### src/rtl/encoder_pkg.sv
// Shared types and helpers for the encoder period scan scheduler.
package encoder_pkg;

  typedef enum logic [1:0] {
    ST_IDLE    = 2'd0,
    ST_ARM     = 2'd1,
    ST_MEASURE = 2'd2,
    ST_STORE   = 2'd3
  } state_t;

  typedef enum logic {
    OC_OK    = 1'b0,
    OC_STALL = 1'b1
  } outcome_t;

  // Channel-index width, never narrower than one bit.
  function automatic int ch_width(input int n);
    return (n > 1) ? $clog2(n) : 1;
  endfunction

endpackage

### src/rtl/encoder_edge_sync.sv
// Two-flop synchronizer plus previous-value register; emits a one-cycle
// pulse on each rising edge of the synchronized encoder input.
module encoder_edge_sync (
  input  logic clk,
  input  logic rst_n,
  input  logic encoder,
  output logic rise
);

  logic [1:0] sync_r;
  logic       prev_r;

  always_ff @(posedge clk) begin
    if (!rst_n) begin
      sync_r <= 2'b00;
      prev_r <= 1'b0;
    end else begin
      sync_r <= {sync_r[0], encoder};
      prev_r <= sync_r[1];
    end
  end

  assign rise = sync_r[1] & ~prev_r;

endmodule

### src/rtl/encoder_scan_sched.sv
// Round-robin period measurement over N_CH encoder inputs using one shared
// counter; results land in a per-channel bank of period/valid/stall registers.
module encoder_scan_sched
  import encoder_pkg::*;
#(
  parameter int N_CH    = 4,
  parameter int WIDTH   = 32,
  parameter int TIMEOUT = 1000
) (
  input  logic                         clk,
  input  logic                         rst_n,
  input  logic                         enable,
  input  logic [N_CH-1:0]              encoder,
  output logic [N_CH*WIDTH-1:0]        period_flat,
  output logic [N_CH-1:0]              valid,
  output logic [N_CH-1:0]              stall,
  output logic [ch_width(N_CH)-1:0]    cur_ch,
  output logic                         sweep_done
);

  localparam int                CW   = ch_width(N_CH);
  localparam logic [WIDTH-1:0]  TMO  = WIDTH'(TIMEOUT);
  localparam logic [CW-1:0]     LAST = CW'(N_CH - 1);

  state_t                        state_r, state_s;
  outcome_t                      outcome_r, outcome_s;
  logic [WIDTH-1:0]              cnt_r, cnt_s;
  logic [WIDTH-1:0]              meas_r, meas_s;
  logic [CW-1:0]                 cur_r;
  logic [N_CH-1:0][WIDTH-1:0]    period_r;
  logic [N_CH-1:0]               valid_r;
  logic [N_CH-1:0]               stall_r;
  logic                          sweep_r;
  logic [N_CH-1:0]               rise_s;
  logic                          rise_sel_s;

  for (genvar c = 0; c < N_CH; c++) begin : g_ch
    encoder_edge_sync u_sync (
      .clk     (clk),
      .rst_n   (rst_n),
      .encoder (encoder[c]),
      .rise    (rise_s[c])
    );
    assign period_flat[c*WIDTH +: WIDTH] = period_r[c];
  end

  assign rise_sel_s = rise_s[cur_r];

  // Next-state logic; a rise always beats a timeout landing on the same cycle.
  always_comb begin
    state_s   = state_r;
    outcome_s = outcome_r;
    cnt_s     = cnt_r;
    meas_s    = meas_r;
    case (state_r)
      ST_IDLE: begin
        if (enable) begin
          state_s = ST_ARM;
          cnt_s   = '0;
        end else begin
          state_s = ST_IDLE;
        end
      end
      ST_ARM: begin
        if (!enable) begin
          state_s = ST_IDLE;
        end else if (rise_sel_s) begin
          state_s = ST_MEASURE;
          cnt_s   = WIDTH'(1);
        end else if (cnt_r == TMO) begin
          state_s   = ST_STORE;
          outcome_s = OC_STALL;
          meas_s    = '0;
        end else begin
          cnt_s = cnt_r + WIDTH'(1);
        end
      end
      ST_MEASURE: begin
        if (!enable) begin
          state_s = ST_IDLE;
        end else if (rise_sel_s) begin
          state_s   = ST_STORE;
          outcome_s = OC_OK;
          meas_s    = cnt_r;
        end else if (cnt_r == TMO) begin
          state_s   = ST_STORE;
          outcome_s = OC_STALL;
          meas_s    = '0;
        end else begin
          cnt_s = cnt_r + WIDTH'(1);
        end
      end
      ST_STORE: begin
        cnt_s = '0;
        if (enable) begin
          state_s = ST_ARM;
        end else begin
          state_s = ST_IDLE;
        end
      end
      default: begin
        state_s = ST_IDLE;
        cnt_s   = '0;
      end
    endcase
  end

  always_ff @(posedge clk) begin
    if (!rst_n) begin
      state_r   <= ST_IDLE;
      outcome_r <= OC_OK;
      cnt_r     <= '0;
      meas_r    <= '0;
    end else begin
      state_r   <= state_s;
      outcome_r <= outcome_s;
      cnt_r     <= cnt_s;
      meas_r    <= meas_s;
    end
  end

  // Result bank and channel pointer move only when a STORE retires.
  always_ff @(posedge clk) begin
    if (!rst_n) begin
      period_r <= '0;
      valid_r  <= '0;
      stall_r  <= '0;
      cur_r    <= '0;
      sweep_r  <= 1'b0;
    end else if (state_r == ST_STORE) begin
      period_r[cur_r] <= meas_r;
      valid_r[cur_r]  <= (outcome_r == OC_OK);
      stall_r[cur_r]  <= (outcome_r == OC_STALL);
      sweep_r         <= (cur_r == LAST);
      cur_r           <= (cur_r == LAST) ? '0 : cur_r + CW'(1);
    end else begin
      sweep_r <= 1'b0;
    end
  end

  assign valid      = valid_r;
  assign stall      = stall_r;
  assign cur_ch     = cur_r;
  assign sweep_done = sweep_r;

endmodule

### config.mk
export PLATFORM = sky130hd
export DESIGN_NAME = encoder_scan_sched
export DESIGN_NICKNAME = d
export VERILOG_FILES = /design/src/rtl/encoder_pkg.sv /design/src/rtl/encoder_edge_sync.sv /design/src/rtl/encoder_scan_sched.sv
export SDC_FILE = /design/constraint.sdc
export NUM_CORES = 1
export LEC_CHECK = 0
export CORE_MARGIN = 3
export CORE_UTILIZATION = 39
export DETAILED_ROUTE_END_ITERATION = 10
export GPL_TIMING_DRIVEN = 1
export SLEW_MARGIN = 20
export SYNTH_ARGS = -nofsm -noshare
export SYNTH_HDL_FRONTEND = slang
export SYNTH_SLANG_ARGS = --single-unit
### constraint.sdc
create_clock -name clk -period 5.1 [get_ports clk]
set_clock_uncertainty 0.2 [all_clocks]
set_input_delay 0.765 -clock clk [delete_from_list [all_inputs] [get_ports clk]]
set_output_delay 0.765 -clock clk [all_outputs]
set_load 0.03 [all_outputs]
Word level (Yosys, flattened, before mapping). Cells that the tools add are included.

Register bits after elaboration: 218. Latch bits: 0. Bits in writable memories: 0. Memory bits (read-only): 0. Input port bits: 7. Logic and storage cells: 86. Memories kept: 0.

$add $sub $neg: 2. Multiply operators: 0. Div/mod/pow operators: 0. $lt $le $gt $ge: 2. Equal/unequal tests: 10. Shifts and indexed selects: 0. Mux-type cells: 36. Bitwise logic cells: 9. Reductions and logical operators: 7.

Operator list (count): two-way mux 32 bit (12); bitwise mux 128 bit (1); one-hot mux 32 bit (4 select lines) (1); demux 32 bit (select 2 bit) (1); one-hot mux 32 bit (2 select lines) (1); adder 32 x 1 -> 32 bit (second input constant) (1); equality test 32 x 10 -> 1 bit (second input constant) (1); two-way mux 2 bit (6); inequality test 2 bit (second input constant) (5); bitwise mux 4 bit (2); two-way mux 1 bit (8); AND reduction 4 bit (2); equality test 2 bit (second input constant) (3); one-hot mux 2 bit (3 select lines) (1); NOT 1 bit (5); bitwise AND 1 bit (4); < comparator 2 x 3 -> 1 bit (second input constant) (1); adder 2 x 1 -> 2 bit (second input constant) (1); binary-select mux 1 bit (select 2 bit) (1); demux 1 bit (select 2 bit) (1); equality test 2 x 1 -> 1 bit (second input constant) (1); greater-or-equal comparator 2 x 1 -> 1 bit (second input constant) (1); zero test 2 bit (1); one-hot mux 1 bit (2 select lines) (1); other kinds (4) (4).

Depth between registers and ports, before layout.
Word-level depth: 7. Depth in mapped cells: 10. Depth with buffers taken out: 8.

Cells and area by module. From an unflattened synthesis, not the netlist that was laid out.

Cells, all modules: 1016. Area, all modules: 8180.3 um^2.

By module, submodules not included: encoder_scan_sched (times used 1, cells an instance 988, area an instance 7810.0 um^2, sequential area each 4124.0 um^2); encoder_edge_sync (times used 4, cells an instance 7, area an instance 92.6 um^2, sequential area each 60.1 um^2).

Worst setup path before layout. Ideal clock, no wire load.

Kind: reg-to-reg. Start point: register cur_r[1], in the netlist cur_ch[1]. End point: register cnt_r[11]. Setup time: 0.066 ns. Arrival: 2.215 ns. Data required time: 4.834 ns. Path slack: 2.619 ns. Cell stages (with the launch flop): 7. Buffers on the path: 0. Period minus slack after synthesis: 2.481 ns. Path through: dfxtp_1 > and4bb_1 > nor4_4 > a31oi_2 > or3b_1 > or3_1 > a21oi_2.

Word-level cells in the longest chain between the ends: 5.

Ends and longest elaborated chain: start: declaration (RTL line encoder_scan_sched.sv:29) `logic [CW-1:0] cur_r;`; start signal: assignment (RTL line encoder_scan_sched.sv:135) `cur_r <= (cur_r == LAST) ? '0 : cur_r + CW'(1);`; binary-select mux 1 bit (select 2 bit) * (RTL line encoder_scan_sched.sv:47) `assign rise_sel_s = rise_s[cur_r];`; two-way mux 1 bit (implied by the code) * (RTL line encoder_scan_sched.sv:47); two-way mux 32 bit (RTL line encoder_scan_sched.sv:67) `end else if (rise_sel_s) begin`; two-way mux 32 bit (RTL line encoder_scan_sched.sv:65) `if (!enable) begin`; one-hot mux 32 bit (4 select lines) (RTL line encoder_scan_sched.sv:55) `case (state_r)`; end signal: assignment (RTL line encoder_scan_sched.sv:117) `cnt_r <= cnt_s;`; end: declaration (RTL line encoder_scan_sched.sv:27) `logic [WIDTH-1:0] cnt_r, cnt_s;`.

Every way passes the cells marked *; elsewhere a longest branch is shown, timed or not. The select of a mux whose other input is x is not followed. A chain may end at the register's enable or synchronous reset.

Worst setup path in the final report.
Start point: register cnt_r[3]. End point: register meas_r[1].

Word-level cells in the longest chain between the ends: 5.

Ends and longest elaborated chain: equality test 32 x 10 -> 1 bit * (RTL line encoder_scan_sched.sv:70, encoder_scan_sched.sv:85); two-way mux 32 bit *; two-way mux 32 bit (on tied branches) (2 in series); one-hot mux 32 bit (2 select lines) *; end signal: assignment (RTL line encoder_scan_sched.sv:118) `meas_r <= meas_s;`; end: declaration (RTL line encoder_scan_sched.sv:28) `logic [WIDTH-1:0] meas_r, meas_s;`.

Marks and branches as above.

==> impl_metrics.json <==
{
  "status": "finished, final reports clean",
  "clock_sinks": 218,
  "die_h_um": 153.7,
  "ys_warn_count": 0,
  "hold_viol": 0,
  "syn_to_final_growth_pct": 27.45,
  "fp-row-count": 53,
  "grt_max_degree": 101,
  "overflow": 0,
  "power_density_nw_per_um2": 314.3,
  "synthTopCellsByArea": "dfxtp_1 51%, nand2_1 16%, a21boi_0 12%",
  "synth_top_area_share_pct": 51.31,
  "p_leak_uw": 0.003531,
  "drive_above_1_share_pct": 5.009,
  "drt-total-wl_um": 22350,
  "cp_max_fo": 32,
  "fmax_ghz": 0.3555,
  "max_cap_violations": 0,
  "critPathCaptureType": "flop",
  "grt_pass1_wl_um": 36090,
  "synth-async-reset-ratio_pct": 0,
  "hold_path.class": "reg2reg",
  "dieArea_um2": 23620,
  "rsz0062_at_grt": "no",
  "synth_ff_type": "dfxtp_1",
  "ys_ff_latch": 218,
  "fin_crit_sh_pct": 55.16,
  "place_hpwl_um": 14600,
  "totalNegativeSetupSlack_ps": 0,
  "ys_types": 46,
  "grt_pass1_vias": 6476,
  "vias": 6925,
  "period_minus_slack_ps": 2813,
  "grt_usage_pct": 18.46,
  "firstDrtPassIters": 5,
  "ir_drop_mv": 0.1748,
  "place.gp.congestion": 0.8014,
  "syn_area_um2": 8506,
  "drt_iter0_markers": 358,
  "yosysMostFrequentCell": "nand2_1",
  "numCtsBuffers": 23,
  "path_class": "reg2reg",
  "synth_fp_nets": 1031,
  "ios": 146,
  "diodes": 0,
  "setup_slack_ps": 2287,
  "clk_latency_ps": 500,
  "antenna_found_initial": 0,
  "clk_pin_slew_worst_paths_ps": 60,
  "place_ws_ps": 1868,
  "h-tree-depth": 1,
  "start_util_pct": 40.08,
  "port_buffers": 145,
  "die_w_um": 153.7,
  "final_antenna_net_count": 0,
  "synth_enable_flop_cells": 0,
  "viasPerCell": 4.901,
  "crit_arrival_ps": 2960,
  "postCtsHoldBufs": 0,
  "clockBufferDepth": 3,
  "post_cts.repair.setup_buffers": 0,
  "cts_tree": "yes",
  "avgSynthCellArea_um2": 8.388,
  "synth_seq_area_share_pct": 51.31,
  "wl_per_cell_um": 15.81,
  "cts_resized": 0,
  "crit_required_ps": 5250,
  "drc": 0,
  "utilization_pct": 51.08,
  "finalNetCount": 1141,
  "coreArea_um2": 21220,
  "setup_viol": 0,
  "postSynthCellCount": 1014,
  "slew_violations": 0,
  "yosys-top-cells-count": "352 x nand2_1, 218 x dfxtp_1, 134 x a21boi_0, 55 x clkbuf_1, 38 x nor2_1",
  "worstMarginPinSlew_ps": 833.7,
  "cts_root_buf": "clkbuf_16",
  "worstSetupStartpointType": "flop",
  "yosys.area.top_type": "dfxtp_1",
  "relSlewSlack_pct": 44.42
}
==> metrics by stage <==
stage / std cells / power [µW] / hold WS (ps) / area [µm²]
floorplan: 1014 / 1795 / 211.9 / 8506
global placement: 1374 / 1811 / 214.7 / 10090
detailed placement: 1374 / 1811 / 220.9 / 10100
CTS: 1413 / 3446 / 232.1 / 10840
global route: 1413 / 3522 / 239.6 / 10840
finish: 1413 / 3407 / 226.5 / 10840
==> cell families (layout without fill, tap and decap cells) <==
kind of cell               count (synthesis)  after routing  share of synthesized area, %
AOI/OAI and AO/OA                        199            199                         16.28
xor gates and xnor gates                  26             26                         2.677
adders and majority gates                 10             10                         1.471
buffers and inverters                     78            202                         3.678
DFF                                      218            218                         51.31
muxes                                      1              1                        0.1177
and+or+nand+nor                          482            482                         24.46
==> layer usage <==
metal | track usage (%) | wire length [µm]
met4 | 4.331 | 416
met2 | 30.71 | 10680
met5 | 0 | 0
met3 | 2.505 | 1113
met1 | 25.62 | 10140
==> state kept, by name, summed over array words and instances, names as in the netlist <==
signal	flops
valid	4
meas_r	32
g_ch.u_sync.prev_r	4
cur_ch	2
state_r	2
cnt_r	32
period_flat	128
stall	4
g_ch.u_sync.sync_r	8
sweep_done	1
outcome_r	1
==> worst max-delay path, stage by stage, from the launching register on <==
cell,delay (ps)
dfxtp_1,480
nor4b_1,360
nand4_1,170
nor3_2,570
o2111ai_1,230
nand2_2,550
a21oi_1,90
==> area by class of cell <==
class / count / area (µm²)
Multi-Input combinational cell: 718 / 3832
Timing Repair Buffer: 156 / 1531
Fill cell: 2144 / 10380
Clock buffer: 35 / 690.7
Clock inverter: 4 / 51.30
Tap cell: 275 / 344.1
Inverter: 7 / 26.28
Sequential cell: 218 / 4364
==> power breakdown <==
group	internal, µW	switching (µW)	leakage, µW
registers	1710	1.67	0.00176
clock network	978	656	0.000362
logic	26.2	37.9	0.00141
==> final timing paths <==
| kind | end | start | cells past startpoint | slack (ps) |
|---|---|---|---|---|
| setup / recovery | meas_r[1] | cnt_r[3] | 6 | 2290 |
| hold / removal | g_ch[0].u_sync.sync_r[1] | g_ch[0].u_sync.sync_r[0] | 1 | 230 |
| setup reg to reg | meas_r[1] | cnt_r[3] | 6 | 2290 |
| hold reg to reg | g_ch[0].u_sync.sync_r[1] | g_ch[0].u_sync.sync_r[0] | 1 | 230 |
==> layout by cell type (no fill, tap or decap), types with 8 or more instances in the layout <==
cell type	instances
nand2_1	351
dfxtp_1	218
clkdlybuf4s50_1	144
a21boi_0	134
nor2_1	38
a21oi_1	37
clkbuf_16	23
and2_1	21
xor2_1	20
nand3_1	14
o21ai_0	12
buf_4	12
nand4_1	11
ha_1	10
and3_1	8
No activity file was read; power rests on OpenSTA's default activity.
==> edit 1: new RTL, same flow settings <==
One comparison of `cnt_r` changes from == to >=.
--- a/src/rtl/encoder_scan_sched.sv
+++ b/src/rtl/encoder_scan_sched.sv
@@ -84,3 +84,3 @@
           meas_s    = cnt_r;
-        end else if (cnt_r == TMO) begin
+        end else if (cnt_r >= TMO) begin
           state_s   = ST_STORE;
Check against the original RTL: no difference found for any inputs over 4 cycles, from zero or initial values and one cycle with rst_n low; that may be too few to reach the edited logic, so the function may still have changed.
==> edit 1 against the original RTL <==
  * Worst setup slack got worse by 0.31 ns
  * Combinational power rose by 39%
  * Non-clock buffer count did not move
  * Cell area fell by 0.47%
  * Maximum frequency fell by 10%
  * Final cell count rose by 2.7%
  * Die area fell by 0.71%
  * Routed wire length rose by 5.7%
  * Area after synthesis fell by 0.74%
  * Sequential cell count did not move
  * Total power rose by 2.4%
  * Highest routed layer unchanged
==> edit 1: results (changes against the original RTL) <==
SYNTH.TOP_CELLS.BY_AREA='sky130_fd_sc_hd__dfxtp_1 (52%), sky130_fd_sc_hd__nand2_1 (14%), sky130_fd_sc_hd__a21oi_1 (9.8%), sky130_fd_sc_hd__o21ai_0 (3.1%), sky130_fd_sc_hd__clkbuf_1 (2.7%)'  # was sky130_fd_sc_hd__dfxtp_1 (51%), sky130_fd_sc_hd__nand2_1 (16%), sky130_fd_sc_hd__a21boi_0 (12%), sky130_fd_sc_hd__clkbuf_1 (2.4%), sky130_fd_sc_hd__a21oi_1 (2.2%)
GRT_MET1_USAGE_PCT=28.1  # was 25.6%
SYNTH_COMPOUND_GATE_AREA_SHARE_PCT=17.3  # was 16.3%
REG2REG_SLACK_NS=1.97  # was 2.29 ns
POSTSYNTHAREAPERCELL_UM2=7.96  # was 8.39 um2
PLACED_CELLS_INCL_TAPS=1412  # was 1374
FINISH.NET_COUNT=1179  # was 1141
WIRELENGTH_MET1_UM=11500  # was 10100 um
GRT_PASS1_VIAS=6896  # was 6476
TIMING_WORST_SLEW_PIN_VALUE_NS=0.963  # was 0.834 ns
SHARE_OF_FINAL_LAYOUT_STANDARD_CELLS_STRONGER_THAN_DRIVE_STRENGTH_1_PCT=5.02  # was 5.01%
DETAILEDPLACEMENTHPWL_UM=15200  # was 14600 um
GLOBALROUTETOTALUTIL_PCT=19.2  # was 18.5%
MULTI_INPUT_GATE_SHARE_OF_TOTAL_CELL_AREA_PCT=34.7  # was 35.4%
CLKBUF_COUNT=37  # was 35
POST_DETAILED_ROUTE_WIRELENGTH_PER_CELL_UM=16.3  # was 15.8 um
INVERTERS_EXCL_CLOCK=9  # was 7
SYNTHESIZED_NETLIST_NET_COUNT=1078  # was 1031
CP_DATA_ARRIVAL_TIME_NS=3.35  # was 2.96 ns
SYNTH-XOR-AREA-SHARE_PCT=0  # was 2.68%
YS_TYPES=49  # was 46
STATUS='finished, final reports clean'  # unchanged
GRT_PASS1_WL_UM=37900  # was 36100 um
LAYOUT_FILLERS=2053  # was 2144
WORSTHOLDSTART='g_ch[2].u_sync.sync_r[0]'  # was g_ch[0].u_sync.sync_r[0]
[edit 1: cell count changes after synthesis, moves of 11 or more]
cell,before,now
sky130_fd_sc_hd__a21boi_0,134,1
sky130_fd_sc_hd__o21ai_0,12,53
sky130_fd_sc_hd__a21oi_1,37,166
sky130_fd_sc_hd__xor2_1,20,0
sky130_fd_sc_hd__nand3_1,14,45
sky130_fd_sc_hd__o211ai_1,1,12
sky130_fd_sc_hd__nor2_1,38,26
sky130_fd_sc_hd__nand2_1,352,323
[edit 1: power breakdown]
group	switching (mW)	leakage (nW)	internal [mW]
clock network	0.656	0.384	1.03
registers	0.00334	1.76	1.71
logic	0.0668	1.35	0.0222
total	0.726	3.49	2.76
[edit 1: critical path, delay by kind of cell, from the launching register on]
family,cells,cell delay [ns]
compound gates,2,0.60
buf+inv,1,0.10
flops,1,0.35
mux,1,0.65
simple gates,2,1.14
==> edit 2: new RTL, same settings <==
Without the edit above. `WIDTH`: 32 -> 64.
--- a/src/rtl/encoder_scan_sched.sv
+++ b/src/rtl/encoder_scan_sched.sv
@@ -6,3 +6,3 @@
   parameter int N_CH    = 4,
-  parameter int WIDTH   = 32,
+  parameter int WIDTH   = 64,
   parameter int TIMEOUT = 1000
Ports: changed (resized period_flat); port bits go from 146 to 274. No check against the original RTL was run, so the function may have changed too.
==> edit 2 against the original RTL <==
  * Worst setup slack got worse by 0.36 ns
  * Total power grew 99%
  * Final cell count rose by 77%
  * Synthesized cell count increased by 71%
  * Critical path depth unchanged
  * Cell area increased by 87%
  * Sequential power grew 88%
  * Combinational power is 73% higher
  * Sequential share of layout area rose by 0.17 points
  * Area after synthesis grew 84%
  * Sequential cell count grew 192
  * Non-clock buffer count grew 133
  * Routed wire length grew 100%
  * Critical path type unchanged
  * Highest routed layer unchanged
==> edit 2: results (changes against the original RTL) <==
STATUS='finished, final reports clean'  # unchanged
POST_SYNTH_FA_HA_MAJ_AREA_FRACTION_PCT=0.799  # was 1.47%
CTS_HTREE_LEVELS=2  # was 1
CLOCK_LATENCY_NS=0.57  # was 0.50 ns
FIRST_ITER_VIOLATIONS=477  # was 358
LAYOUT_FILLERS=3691  # was 2144
CRITPATHMAXSTAGEDELAY_NS=0.77  # was 0.57 ns
GRT_START_MAX_NET_PINS=109  # was 101
POST_SYNTH_INST_COUNT=1729  # was 1014
CPMAXSTAGEDELAYCELL='sky130_fd_sc_hd__nand4_1'  # was sky130_fd_sc_hd__nor3_2
POST_DETAILED_ROUTE_WIRELENGTH_PER_CELL_UM=18.0  # was 15.8 um
SYNTH-XOR-AREA-SHARE_PCT=2.07  # was 2.68%
YS_TYPES=55  # was 46
IO_BUFFER_COUNT=273  # was 145
MUXSHAREOFSYNTHAREA_PCT=4.64  # was 0.118%
SYNTH.TOP_CELLS.BY_AREA='sky130_fd_sc_hd__dfxtp_1 (52%), sky130_fd_sc_hd__nand2_1 (10%), sky130_fd_sc_hd__a21boi_0 (9.4%), sky130_fd_sc_hd__mux2i_1 (4.3%), sky130_fd_sc_hd__a22o_1 (3.6%)'  # was sky130_fd_sc_hd__dfxtp_1 (51%), sky130_fd_sc_hd__nand2_1 (16%), sky130_fd_sc_hd__a21boi_0 (12%), sky130_fd_sc_hd__clkbuf_1 (2.4%), sky130_fd_sc_hd__a21oi_1 (2.2%)
TOTAL_LEAKAGE_POWER_nW=6.63  # was 3.53 nW
CP_DATA_ARRIVAL_TIME_NS=3.40  # was 2.96 ns
LARGEST_REGISTER_FFS=256  # was 128
SYNTH_COMPOUND_GATE_AREA_SHARE_PCT=15.7  # was 16.3%
SYNTH.TOP_CELLS.BY_COUNT='sky130_fd_sc_hd__nand2_1 (431), sky130_fd_sc_hd__dfxtp_1 (410), sky130_fd_sc_hd__a21boi_0 (195), sky130_fd_sc_hd__nor2_1 (111), sky130_fd_sc_hd__clkbuf_1 (76)'  # was sky130_fd_sc_hd__nand2_1 (352), sky130_fd_sc_hd__dfxtp_1 (218), sky130_fd_sc_hd__a21boi_0 (134), sky130_fd_sc_hd__clkbuf_1 (55), sky130_fd_sc_hd__nor2_1 (38)
DR_TOTAL_VIAS=12753  # was 6925
FINISH.NET_COUNT=1958  # was 1141
CTS_BUFFERS=45  # was 23
GRT.MET3_USAGE_PCT=4.61  # was 2.50%
DETAILEDPLACEMENTHPWL_UM=29300  # was 14600 um
GRT_MET1_USAGE_PCT=26.9  # was 25.6%
[edit 2: logic make-up (layout without fill, tap and decap cells)]
group,Yosys count,count (layout)
flip-flops,410,410
adder cells (fa/ha/maj),10,10
XOR/XNOR,37,37
buffers and inverters,148,397
multiplexers,70,70
AO/OA/AOI/OAI,326,326
AND/OR/NAND/NOR,728,728
[edit 2: final cells by class]
class,count,area share [%]
clock buffer,65,6.62
clock inverter,19,1.29
inverter,24,0.444
multi-input combinational,1171,33.9
sequential,410,40.4
tap,518,3.19
timing repair buffer,289,14.1
[edit 2: layer usage]
| metal | part of all wire (%) | vias to the layer above |
|---|---|---|
| li1 | - | 6295 |
| met1 | 45 | 6125 |
| met2 | 48 | 275 |
| met3 | 5.6 | 58 |
| met4 | 1.7 | 0 |
| met5 | 0 | - |
[edit 2: power by group]
| group | leakage, nW | switching (mW) | internal [mW] |
|---|---|---|---|
| sequential | 3.30 | 0.00227 | 3.21 |
| combinational | 2.53 | 0.0729 | 0.0386 |
| clock | 0.795 | 1.33 | 2.14 |
| total | 6.63 | 1.41 | 5.39 |
[edit 2: worst paths after layout]
kind | end | depth (start not counted)
worst min register to register | g_ch[2].u_sync.sync_r[1] | 1
worst min-delay path | g_ch[2].u_sync.sync_r[1] | 1
worst max-delay path | cnt_r[62] | 6
worst max register to register | cnt_r[62] | 6
[edit 2: per-stage QoR]
step	cell area, um2	setup slack, ns	hold WS, ns	util (%)	power, mW
after floorplan	15700	2.53	0.212	-	3.36
after global placement	18700	1.58	0.222	47.6	3.39
after detailed placement	18700	1.52	0.225	47.6	3.39
after CTS	20300	1.90	0.227	51.7	6.88
after global routing	20300	1.64	0.247	51.8	7.00
final	20300	1.92	0.223	51.8	6.79
[edit 2: critical path: cells and delay by family, from the launching register on]
family	cells	cell delay [ns]
flip-flops	1	0.46
AND/OR/NAND/NOR	5	2.18
XOR/XNOR	1	0.17
